### config.mk
export PLATFORM = sky130hd
export DESIGN_NAME = lmac_tx_pkt_fifo_flat
export DESIGN_NICKNAME = d
export VERILOG_FILES = /design/src/rtl/lmac_txfifo_pkg.sv /design/src/rtl/lmac_tx_pkt_fifo_if.sv /design/src/rtl/lmac_txfifo_mem.sv /design/src/rtl/lmac_tx_pkt_fifo.sv /design/src/flat_wrapper.sv
export SDC_FILE = /design/constraint.sdc
export NUM_CORES = 2
export LEC_CHECK = 0
export CAP_MARGIN = 30
export CORE_ASPECT_RATIO = 2
export CORE_MARGIN = 1
export CORE_UTILIZATION = 55
export CTS_BUF_LIST = sky130_fd_sc_hd__clkbuf_4 sky130_fd_sc_hd__clkbuf_8 sky130_fd_sc_hd__clkbuf_16
export CTS_CLUSTER_SIZE = 10
export DETAILED_ROUTE_END_ITERATION = 8
export MAX_ROUTING_LAYER = met4
export PLACE_DENSITY = 0.87
export SLEW_MARGIN = 20
export SYNTH_ARGS = -nofsm -noshare
export SYNTH_HDL_FRONTEND = slang
export SYNTH_SLANG_ARGS = --single-unit
### constraint.sdc
create_clock -name clk -period 6.4 [get_ports clk]
set_input_delay 1.28 -clock clk [delete_from_list [all_inputs] [get_ports clk]]
set_output_delay 1.28 -clock clk [all_outputs]
set_load 0.005 [all_outputs]
### src/rtl/lmac_txfifo_pkg.sv
// Shared constants, entry type and pointer helpers for the LMAC TX packet FIFO.
// Pointer helpers take zero-extended 32-bit pointers so one function serves any depth.
package lmac_txfifo_pkg;

    localparam int DEF_DATA_W       = 64;
    localparam int DEF_DEPTH_LOG2   = 5;
    localparam int DEF_USEDW_W      = 13;
    localparam int DEF_AFULL_THRESH = 28;
    localparam int DEF_PKT_CNT_W    = 6;

    typedef struct packed {
        logic                  eop;
        logic [DEF_DATA_W-1:0] data;
    } txfifo_entry_t;

    function automatic int ptr_w(input int depth_log2);
        return depth_log2 + 1;
    endfunction

    // Full when the pointers differ only in the wrap bit.
    function automatic logic ptr_full(input logic [31:0] a, input logic [31:0] b,
                                      input int depth_log2);
        return (a ^ b) == (32'd1 << depth_log2);
    endfunction

    function automatic logic ptr_empty(input logic [31:0] a, input logic [31:0] b);
        return a == b;
    endfunction

endpackage

### src/rtl/lmac_tx_pkt_fifo_if.sv
// Host-write / MAC-read bundle of the TX packet FIFO. master = host/MAC side,
// slave = the FIFO itself.
interface lmac_tx_pkt_fifo_if #(
    parameter int DATA_W    = lmac_txfifo_pkg::DEF_DATA_W,
    parameter int USEDW_W   = lmac_txfifo_pkg::DEF_USEDW_W,
    parameter int PKT_CNT_W = lmac_txfifo_pkg::DEF_PKT_CNT_W
);
    logic                 wr_en;
    logic [DATA_W-1:0]    wr_data;
    logic                 wr_eop;
    logic                 full;
    logic                 almost_full;
    logic [USEDW_W-1:0]   usedw;
    logic                 rd_en;
    logic [DATA_W-1:0]    rd_data;
    logic                 rd_eop;
    logic                 rd_valid;
    logic                 empty;
    logic                 pkt_avail;
    logic [PKT_CNT_W-1:0] pkt_cnt;
    logic                 ovf;

    modport master (
        output wr_en, wr_data, wr_eop, rd_en,
        input  full, almost_full, usedw, rd_data, rd_eop, rd_valid,
               empty, pkt_avail, pkt_cnt, ovf
    );

    modport slave (
        input  wr_en, wr_data, wr_eop, rd_en,
        output full, almost_full, usedw, rd_data, rd_eop, rd_valid,
               empty, pkt_avail, pkt_cnt, ovf
    );
endinterface

### src/rtl/lmac_txfifo_mem.sv
// Simple dual-port entry store with a registered read port; the EOP tag of the
// read address is also exposed combinationally so packet accounting need not wait.
module lmac_txfifo_mem #(
    parameter int WIDTH  = 65,
    parameter int ADDR_W = 5
) (
    input  logic              clk,
    input  logic              rst,
    input  logic              wr_en_i,
    input  logic [ADDR_W-1:0] wr_addr_i,
    input  logic [WIDTH-1:0]  wr_data_i,
    input  logic              rd_en_i,
    input  logic [ADDR_W-1:0] rd_addr_i,
    output logic [WIDTH-1:0]  rd_data_o,
    output logic              rd_tag_o
);
    localparam int DEPTH = 1 << ADDR_W;

    logic [WIDTH-1:0] mem_q [DEPTH];
    logic [DEPTH-1:0] tag_q;
    logic [WIDTH-1:0] rd_data_q;

    // NOTE: the array has no reset so it maps onto RAM; an entry is only ever
    // read after it has been written.
    always_ff @(posedge clk) begin
        if (wr_en_i) begin
            mem_q[wr_addr_i] <= wr_data_i;
            tag_q[wr_addr_i] <= wr_data_i[WIDTH-1];
        end
    end

    // NOTE: sequential state uses <= so every flop samples pre-edge values.
    always_ff @(posedge clk) begin
        if (rst) begin
            rd_data_q <= '0;
        end else if (rd_en_i) begin
            rd_data_q <= mem_q[rd_addr_i];
        end
    end

    assign rd_data_o = rd_data_q;
    assign rd_tag_o  = tag_q[rd_addr_i];

endmodule

### src/rtl/lmac_tx_pkt_fifo.sv
// LMAC TX write-packet FIFO: qword+EOP buffer with packet accounting and overflow pulse.
// Define LMAC_TXFIFO_DROP_PKT_EN for store-and-forward whole-packet drop on overflow.
module lmac_tx_pkt_fifo
    import lmac_txfifo_pkg::*;
#(
    parameter int DATA_W       = DEF_DATA_W,
    parameter int DEPTH_LOG2   = DEF_DEPTH_LOG2,
    parameter int USEDW_W      = DEF_USEDW_W,
    parameter int AFULL_THRESH = DEF_AFULL_THRESH,
    parameter int PKT_CNT_W    = DEF_PKT_CNT_W
) (
    input logic               clk,
    input logic               rst,
    lmac_tx_pkt_fifo_if.slave bus
);
    localparam int PTR_W = ptr_w(DEPTH_LOG2);
    localparam logic [PKT_CNT_W-1:0] PKT_MAX = '1;

    logic [PTR_W-1:0]     wr_ptr_q, wr_ptr_d;
    logic [PTR_W-1:0]     rd_ptr_q, rd_ptr_d;
    logic [PKT_CNT_W-1:0] pkt_cnt_q, pkt_cnt_d;
    logic                 rd_valid_q;
    logic                 ovf_q, ovf_d;
    logic                 full, empty;
    logic                 wr_acc, rd_acc;
    logic                 pkt_inc, pkt_dec;
    logic                 peek_eop;
    logic [PTR_W-1:0]     used;
    logic [DATA_W:0]      rd_entry;

`ifdef LMAC_TXFIFO_DROP_PKT_EN
    logic [PTR_W-1:0]     cmt_ptr_q, cmt_ptr_d;
    logic                 discard_q, discard_d;

    // Only committed (EOP-terminated) packets are visible to the reader.
    assign empty = ptr_empty(32'(cmt_ptr_q), 32'(rd_ptr_q));
`else
    assign empty = ptr_empty(32'(wr_ptr_q), 32'(rd_ptr_q));
`endif

    assign full   = ptr_full(32'(wr_ptr_q), 32'(rd_ptr_q), DEPTH_LOG2);
    assign rd_acc = bus.rd_en && !empty;
    assign used   = wr_ptr_q - rd_ptr_q;

    // NOTE: every always_comb output gets a default first, so no path leaves a latch.
    always_comb begin
        wr_acc   = 1'b0;
        ovf_d    = 1'b0;
        wr_ptr_d = wr_ptr_q;
`ifdef LMAC_TXFIFO_DROP_PKT_EN
        cmt_ptr_d = cmt_ptr_q;
        discard_d = discard_q;
        if (bus.wr_en) begin
            if (discard_q) begin
                if (bus.wr_eop) discard_d = 1'b0;
            end else if (full) begin
                // Throw away the partial packet; a dropped EOP word already ends it.
                ovf_d     = 1'b1;
                wr_ptr_d  = cmt_ptr_q;
                discard_d = !bus.wr_eop;
            end else begin
                wr_acc   = 1'b1;
                wr_ptr_d = wr_ptr_q + 1'b1;
                if (bus.wr_eop) cmt_ptr_d = wr_ptr_q + 1'b1;
            end
        end
`else
        if (bus.wr_en) begin
            if (full) begin
                ovf_d = 1'b1;
            end else begin
                wr_acc   = 1'b1;
                wr_ptr_d = wr_ptr_q + 1'b1;
            end
        end
`endif
    end

    assign pkt_inc = wr_acc && bus.wr_eop;
    assign pkt_dec = rd_acc && peek_eop;

    always_comb begin
        rd_ptr_d  = rd_acc ? rd_ptr_q + 1'b1 : rd_ptr_q;
        pkt_cnt_d = pkt_cnt_q;
        if (pkt_inc && !pkt_dec && pkt_cnt_q != PKT_MAX) begin
            pkt_cnt_d = pkt_cnt_q + 1'b1;
        end else if (pkt_dec && !pkt_inc && pkt_cnt_q != '0) begin
            pkt_cnt_d = pkt_cnt_q - 1'b1;
        end
    end

    always_ff @(posedge clk) begin
        if (rst) begin
            wr_ptr_q   <= '0;
            rd_ptr_q   <= '0;
            pkt_cnt_q  <= '0;
            rd_valid_q <= 1'b0;
            ovf_q      <= 1'b0;
        end else begin
            wr_ptr_q   <= wr_ptr_d;
            rd_ptr_q   <= rd_ptr_d;
            pkt_cnt_q  <= pkt_cnt_d;
            rd_valid_q <= rd_acc;
            ovf_q      <= ovf_d;
        end
    end

`ifdef LMAC_TXFIFO_DROP_PKT_EN
    always_ff @(posedge clk) begin
        if (rst) begin
            cmt_ptr_q <= '0;
            discard_q <= 1'b0;
        end else begin
            cmt_ptr_q <= cmt_ptr_d;
            discard_q <= discard_d;
        end
    end
`endif

    lmac_txfifo_mem #(
        .WIDTH  (DATA_W + 1),
        .ADDR_W (DEPTH_LOG2)
    ) u_mem (
        .clk       (clk),
        .rst       (rst),
        .wr_en_i   (wr_acc),
        .wr_addr_i (wr_ptr_q[DEPTH_LOG2-1:0]),
        .wr_data_i ({bus.wr_eop, bus.wr_data}),
        .rd_en_i   (rd_acc),
        .rd_addr_i (rd_ptr_q[DEPTH_LOG2-1:0]),
        .rd_data_o (rd_entry),
        .rd_tag_o  (peek_eop)
    );

    assign bus.full        = full;
    assign bus.empty       = empty;
    assign bus.usedw       = USEDW_W'(used);
    assign bus.almost_full = 32'(used) >= AFULL_THRESH;
    assign bus.rd_data     = rd_entry[DATA_W-1:0];
    assign bus.rd_eop      = rd_entry[DATA_W];
    assign bus.rd_valid    = rd_valid_q;
    assign bus.pkt_cnt     = pkt_cnt_q;
    assign bus.pkt_avail   = pkt_cnt_q != '0;
    assign bus.ovf         = ovf_q;

endmodule

### src/flat_wrapper.sv
// flat-port wrapper written by rule: the top's interface ports become plain ports
module lmac_tx_pkt_fifo_flat import lmac_txfifo_pkg::*;
#(
    parameter int DATA_W       = DEF_DATA_W,
    parameter int DEPTH_LOG2   = DEF_DEPTH_LOG2,
    parameter int USEDW_W      = DEF_USEDW_W,
    parameter int AFULL_THRESH = DEF_AFULL_THRESH,
    parameter int PKT_CNT_W    = DEF_PKT_CNT_W
)
  (clk, rst, bus_wr_en, bus_wr_data, bus_wr_eop, bus_rd_en, bus_full, bus_almost_full, bus_usedw, bus_rd_data, bus_rd_eop, bus_rd_valid, bus_empty, bus_pkt_avail, bus_pkt_cnt, bus_ovf);
  lmac_tx_pkt_fifo_if #(.DATA_W(DATA_W), .USEDW_W(USEDW_W), .PKT_CNT_W(PKT_CNT_W)) bus_i ();
  input logic clk;
  input logic rst;
  input wire logic [$bits(bus_i.wr_en)-1:0] bus_wr_en;
  input wire logic [$bits(bus_i.wr_data)-1:0] bus_wr_data;
  input wire logic [$bits(bus_i.wr_eop)-1:0] bus_wr_eop;
  input wire logic [$bits(bus_i.rd_en)-1:0] bus_rd_en;
  output wire logic [$bits(bus_i.full)-1:0] bus_full;
  output wire logic [$bits(bus_i.almost_full)-1:0] bus_almost_full;
  output wire logic [$bits(bus_i.usedw)-1:0] bus_usedw;
  output wire logic [$bits(bus_i.rd_data)-1:0] bus_rd_data;
  output wire logic [$bits(bus_i.rd_eop)-1:0] bus_rd_eop;
  output wire logic [$bits(bus_i.rd_valid)-1:0] bus_rd_valid;
  output wire logic [$bits(bus_i.empty)-1:0] bus_empty;
  output wire logic [$bits(bus_i.pkt_avail)-1:0] bus_pkt_avail;
  output wire logic [$bits(bus_i.pkt_cnt)-1:0] bus_pkt_cnt;
  output wire logic [$bits(bus_i.ovf)-1:0] bus_ovf;
  assign bus_i.wr_en = bus_wr_en;
  assign bus_i.wr_data = bus_wr_data;
  assign bus_i.wr_eop = bus_wr_eop;
  assign bus_i.rd_en = bus_rd_en;
  assign bus_full = bus_i.full;
  assign bus_almost_full = bus_i.almost_full;
  assign bus_usedw = bus_i.usedw;
  assign bus_rd_data = bus_i.rd_data;
  assign bus_rd_eop = bus_i.rd_eop;
  assign bus_rd_valid = bus_i.rd_valid;
  assign bus_empty = bus_i.empty;
  assign bus_pkt_avail = bus_i.pkt_avail;
  assign bus_pkt_cnt = bus_i.pkt_cnt;
  assign bus_ovf = bus_i.ovf;
  lmac_tx_pkt_fifo #(.DATA_W(DATA_W), .DEPTH_LOG2(DEPTH_LOG2), .USEDW_W(USEDW_W), .AFULL_THRESH(AFULL_THRESH), .PKT_CNT_W(PKT_CNT_W)) u_core (.clk(clk), .rst(rst), .bus(bus_i));
endmodule
# --- Word-level counts from Yosys, hierarchy flattened ---
# Memories as Yosys holds them, arrays and structs flattened. A register that Yosys moved wholly into a read port is not among the register bits.
# Cells that the tools add are included.
# Widths: inputs -> output; s select.
totals:
  elab_cells: 49
  inputBits: 69
  mem_bits_rw: 2080
  register_bits: 52
  mem_count: 1
memory_table:
  columns: ["name", "depth", "width", "read_ports", "rd_ports_with_merged_regs", "wr", "line_no", "text"]
  rows:
  - ["u_core.u_mem.mem_q", 32, 65, 1, 1, 1, "lmac_txfifo_mem.sv:19", "logic [WIDTH-1:0] mem_q [DEPTH];"]
classes:
  n_lt_le_gt_ge: 4
  mux: 12
  eq_ne: 3
  n_bitwise: 3
  addsub: 5
  reduce_logical: 15
ops:
  columns: ["operator", "n"]
  rows:
  - ["$bwmux 32", 1]
  - ["$eq 32x6->1 const B", 1]
  - ["$add 6x1->6 const B", 3]
  - ["$lt 5x6->1 const B", 2]
  - ["$mux 6", 2]
  - ["$logic_and 1x1->1", 8]
  - ["$mux 1", 7]
  - ["$eq 6x6->1", 1]
  - ["$ge 6x5->1 const B", 1]
  - ["$ne 6x6->1 const B", 1]
  - ["$reduce_bool 6->1", 1]
  - ["$sub 6x1->6 const B", 1]
  - ["$sub 6x6->6", 1]
  - ["$xor 6x6->6", 1]
  - ["$bmux 1 s5", 1]
  - ["$demux 1 s5", 1]
  - ["$ge 5x1->1 const B", 1]
  - ["$logic_not 1->1", 3]
  - ["$not 1->1", 2]
  - ["$reduce_and 2->1", 1]
  - ["$reduce_bool 2->1", 1]
  - ["$reduce_or 2->1", 1]

# --- Longest topological paths before layout ---
depth:
  depth_word: 10
  depth_mapped: 20
  mapped_depth_nobuf: 15

# --- Hierarchy ---
# A second synthesis with hierarchy kept.
hier_totals:
  cells_unflattened: 3804
  area_unflattened_um2: 83128.5
modules_own_cells:
  columns: ["module", "area_per_inst_um2", "cells_each", "instances"]
  rows:
  - ["lmac_txfifo_mem", 81757.2, 3642, 1]
  - ["lmac_tx_pkt_fifo", 1371.3, 162, 1]

# --- Least setup slack after synthesis ---
# No wires, ideal clock.
synth_path:
  path_type: "flip-flop to flip-flop"
  from: "register u_core.rd_ptr_q[3]"
  to: "memory u_core.u_mem.mem_q[15][0] (enable)"
  required_ns: 5.910
  path_stages_with_launch: 11
  period_less_slack_ns: 5.982
  arrival_time_ns: 5.493
  path_slack_ns: 0.418
  path_cell_list: "dfxtp_1 > inv_2 > buf_2 > clkbuf_1 > clkbuf_1 > clkbuf_1 > ha_1 > and4_1 > a31oi_2 > nand2_1 > nor2_1"
synth_via:
  elab_chain_len: 6
synth_lines:
  columns: ["item", "line_no", "text"]
  rows:
  - ["from (decl)", "lmac_tx_pkt_fifo.sv:20", "logic [PTR_W-1:0] rd_ptr_q, rd_ptr_d;"]
  - ["from (signal assigned)", "lmac_tx_pkt_fifo.sv:101", "rd_ptr_q <= rd_ptr_d;"]
  - ["$xor 6x6->6", "lmac_txfifo_pkg.sv:23", "return (a ^ b) == (32'd1 << depth_log2);"]
  - ["$eq 32x6->1", "lmac_txfifo_pkg.sv:23", null]
  - ["$mux 1", "lmac_tx_pkt_fifo.sv:69", "if (full) begin"]
  - ["$mux 1", "lmac_tx_pkt_fifo.sv:68", "if (bus.wr_en) begin"]
  - ["$mux 1", "lmac_txfifo_mem.sv:26", "if (wr_en_i) begin"]
  - ["$mux 1 (implied by the code)", "lmac_txfifo_mem.sv:27", "mem_q[wr_addr_i] <= wr_data_i;"]
  - ["to (decl)", "lmac_txfifo_mem.sv:19", null]
# No other way between the ends.

# --- Worst setup path in the final report ---
layout_path:
  from: "register u_core.rd_ptr_q[1]"
  to: "output port bus_almost_full"
layout_via:
  elab_chain_len: 2
layout_lines:
  columns: ["item", "line_no", "text"]
  rows:
  - ["$sub 6x6->6", "lmac_tx_pkt_fifo.sv:43", "assign used = wr_ptr_q - rd_ptr_q;"]
  - ["$ge 6x5->1", "lmac_tx_pkt_fifo.sv:138", "assign bus.almost_full = 32'(used) >= AFULL_THRESH;"]
  - ["to (decl)", "flat_wrapper.sv:19", "output wire logic [$bits(bus_i.almost_full)-1:0] bus_almost_full;"]
# No other way between the ends.

==> metrics.md <==
| Metric | Value |
|---|---|
| #FFs+latches synth | 2165 |
| Via-to-Cell Ratio | 7.38 |
| Peak supply drop | 0.249 mV |
| Worst slew pin tran | 1.08 ns |
| Pre-antenna DRT Iters | 8 |
| Grt met3 use | 0.0769 |
| Worst rel slew slack | 0.283 |
| Largest stage delay, worst path | 1.00 ns |
| Largest net degree at the start of global routing | 140 |
| CTS tree | yes |
| Largest area contributor in the netlist | edfxtp_1 |
| Post-CTS Setup Repair Bufs | 0 |
| Simple-Gate Fraction of Synth Area | 0.0225 |
| CTS Buffer Depth | 4 |
| Routed len/inst | 40.5 um |
| WHS | 0.501 ns |
| CP Cell Sequence | inv_2 -> ha_1 -> nor2b_1 -> o21ai_0 -> nand2b_1 -> a21o_1 -> a21oi_1 -> xnor2_1 -> a31o_2 -> clkdlybuf4s50_1 |
| Crit path required time | 5.12 ns |
| Most common cell after layout, fill and taps aside | edfxtp_1 |
| HPWL after DPL | 116000 um |
| Outcome | finished clean |
| Final setup TNS | 0 ns |
| Number of I/O pins | 159 |
| Clk slew on worst S/H paths | 0.06 ns |
| Final max-slew violation count | 0 |
| Total GRT Usage | 0.338 |
| Num rows | 200 |
| Pre-CTS setup slack | 1.62 ns |
| DRT antenna net count | 0 |
| Max Cap Viol | 0 |
| Starting Density | 0.555 |
| Async SR Flop Fraction | 0 |
| Fill count | 8697 |
| Final worst-path setup slack | 1.16 ns |
| Primary FF master, synth | edfxtp_1 |
| Initial antenna violation count | 12 |
| CTS H-Tree Depth | 4 |
| DIE AREA | 152000 um^2 |
| Syn Inst Count | 3638 |
| Vias post-DR | 44.8k |
| Largest family of logic cells by synthesized area | multiplexers |
| Crit share post-route | 0.818 |
| Number of global-route vias before repair | 45.4k |
| Distinct cells, synth | 51 |
| Post-synthesis mux area share | 0.167 |
| Die W | 276 um |
| Final Util | 0.637 |
| GRT overflow | 0 |
| Final WL | 246000 um |
| Area share of fa/ha/maj cells after synthesis | 0.00261 |
| Critical Path Slowest Stage Cell | dfxtp_4 |
| Die H | 550 um |
| Worst EP arrival | 3.96 ns |
| Cell Area, Synth | 82400 um^2 |
| First-pass GRT wire length | 344000 um |
| Fmax | 191 MHz |
| Clock root buffer | clkbuf_16 |
| Final setup vio count | 0 |
| Pleak | 0.0294 uW |
| CP bufs+invs | 2 |
| Routing usage on met1 | 0.396 |
| Syn Area/Cell | 22.7 um^2 |
| Power density over the cells | 351 nW/um^2 |
| Layout cell share with drive strength beyond 1 | 0.300 |
| GR peak layer | met2 |
| Fin crit period | 5.24 ns |
| Storage cell area | 64200 um^2 |
| GRT met2 Usage | 0.526 |
| Hold-fix buffers at CTS | 0 |
| Sink Count | 2165 |
| Placer Congestion | 0.807 |
| RSZ-0062 raised after global routing | false |
| Seq/Total Area, Yosys | 0.778 |
| Residual DRC | 0 |
| Crit path max fanout | 55 |
| Startpoint class of the critical path | flip-flop |
| Placeable Area | 149000 um^2 |
| Area grow syn2layout | 14.8% |
| Initial DRC Count | 8017 |
| PortBufs | 151 |
| Compound-cell area share of the yosys netlist | 0.0148 |
| Commonest non-fill, non-tap cells in the layout | edfxtp_1, mux4_2, nand2_1 |
| Worst hold path class | reg -> reg |
| Clock buffer count from CTS | 242 |
| Synth Area in XOR/XNOR | 0.00202 |
| Final layout net count | 4043 |
| Top delay family on crit path | flip-flops |
| Tot Pwr | 33200 uW |
| Post_cts resized | 0 |
| Worst clock skew | 0.0431 ns |
| Clk_lat worst skew | 0.86 ns |
| Hold violation count in the final report | 0 |
| Setup crit end kind | output pin |
| Yosys top cell area share | 0.758 |
| Top cells by area, synth | edfxtp_1, mux4_2, dfxtp_1, nand2_1, a311oi_1 |
| Worst Setup Path Type | reg -> out |
| Area of the multi-input gates | 17500 um^2 |
| Syn. warnings | 0 |
| Post-synth EDFFs | 2080 |
worst reg2reg max path: cells and delay by family (launching register included):
| family | cells | cell delay, ns |
|---|---|---|
| AOI/OAI and AO/OA | 1 | 0.59 |
| DFF | 1 | 0.45 |
| buffers and inverters | 2 | 1.16 |
| adders and majority gates | 1 | 0.41 |
| and+or+nand+nor | 3 | 1.76 |
power breakdown:
part	switching, uW	internal [uW]
combinational	1930	1900
clock	5650	7830
sequential	227	15700
total	7810	25400
stage by stage:
stage	instances	area (um^2)
final	6069	94700
after global routing	6067	94700
after CTS	6029	94400
after detailed placement	5606	86900
after global placement	5592	86600
after floorplan	3644	82500
cells by family after synthesis:
kind of cell | after synthesis
fa+ha+maj | 16
mux | 617
compound gates | 151
flops | 2165
other cells | 1
xor+xnor | 19
simple gates | 443
buf+inv | 226
cell type report:
type,instances,area share
inverter,14,0.000634
clock inverter,4,0.000476
multi-input combinational,1253,0.184
clock buffer,419,0.0786
sequential,2165,0.678
tap,1919,0.0254
timing repair buffer,282,0.0323
antenna,13,0.000344
sequential cells by signal, indices dropped and copies added (netlist names):
name,count
u_core.u_mem.mem_q,2049
u_core.u_mem.rd_data_o,65
u_core.u_mem.tag_q,31
u_core.bus.pkt_cnt,6
u_core.rd_ptr_q,6
u_core.wr_ptr_q,6
u_core.bus.ovf,1
u_core.bus.rd_valid,1
final timing paths:
| path | depth (start not counted) | to | startpoint | slack (ns) |
|---|---|---|---|---|
| setup / recovery | 10 | bus_almost_full | u_core.rd_ptr_q[1] | 1.16 |
| hold / removal | 2 | u_core.u_mem.rd_data_o[29] | u_core.u_mem.rd_data_o[29] | 0.50 |
| setup reg to reg | 7 | u_core.u_mem.mem_q[26][28] | u_core.rd_ptr_q[3] | 1.61 |
| hold reg to reg | 2 | u_core.u_mem.rd_data_o[29] | u_core.u_mem.rd_data_o[29] | 0.50 |
cell usage after synthesis, types with 2 or more instances:
library cell and count:
edfxtp_1 2080, mux4_2 603, nand2_1 246, nor2_1 125
dfxtp_1 85, clkbuf_1 77, buf_2 76, a311oi_1 64
and3_1 41, buf_4 32, a21oi_1 29, buf_1 24
a211oi_1 21, a311o_1 20, ha_1 14, inv_1 11
mux2i_1 11, xnor2_1 11, xor2_1 8, nand3_1 4
nor2b_1 4, nor4_1 4, a21o_1 3, buf_6 3
inv_2 3, nand4_1 3, or3_1 3, a2bb2oi_1 2
a31oi_2 2, and2_1 2, and4_1 2, fa_1 2
nand2b_1 2, nand3b_1 2, nor3_1 2, o21a_1 2
layer usage:
layer	routed length [um]	vias up	part of all wire
met2	121000	5064	0.49
met3	31100	1189	0.13
met1	75000	22600	0.31
met4	18700	0	0.076
li1	-	16000	-
met5	0	-	0
No activity file was read; power rests on OpenSTA's default activity.
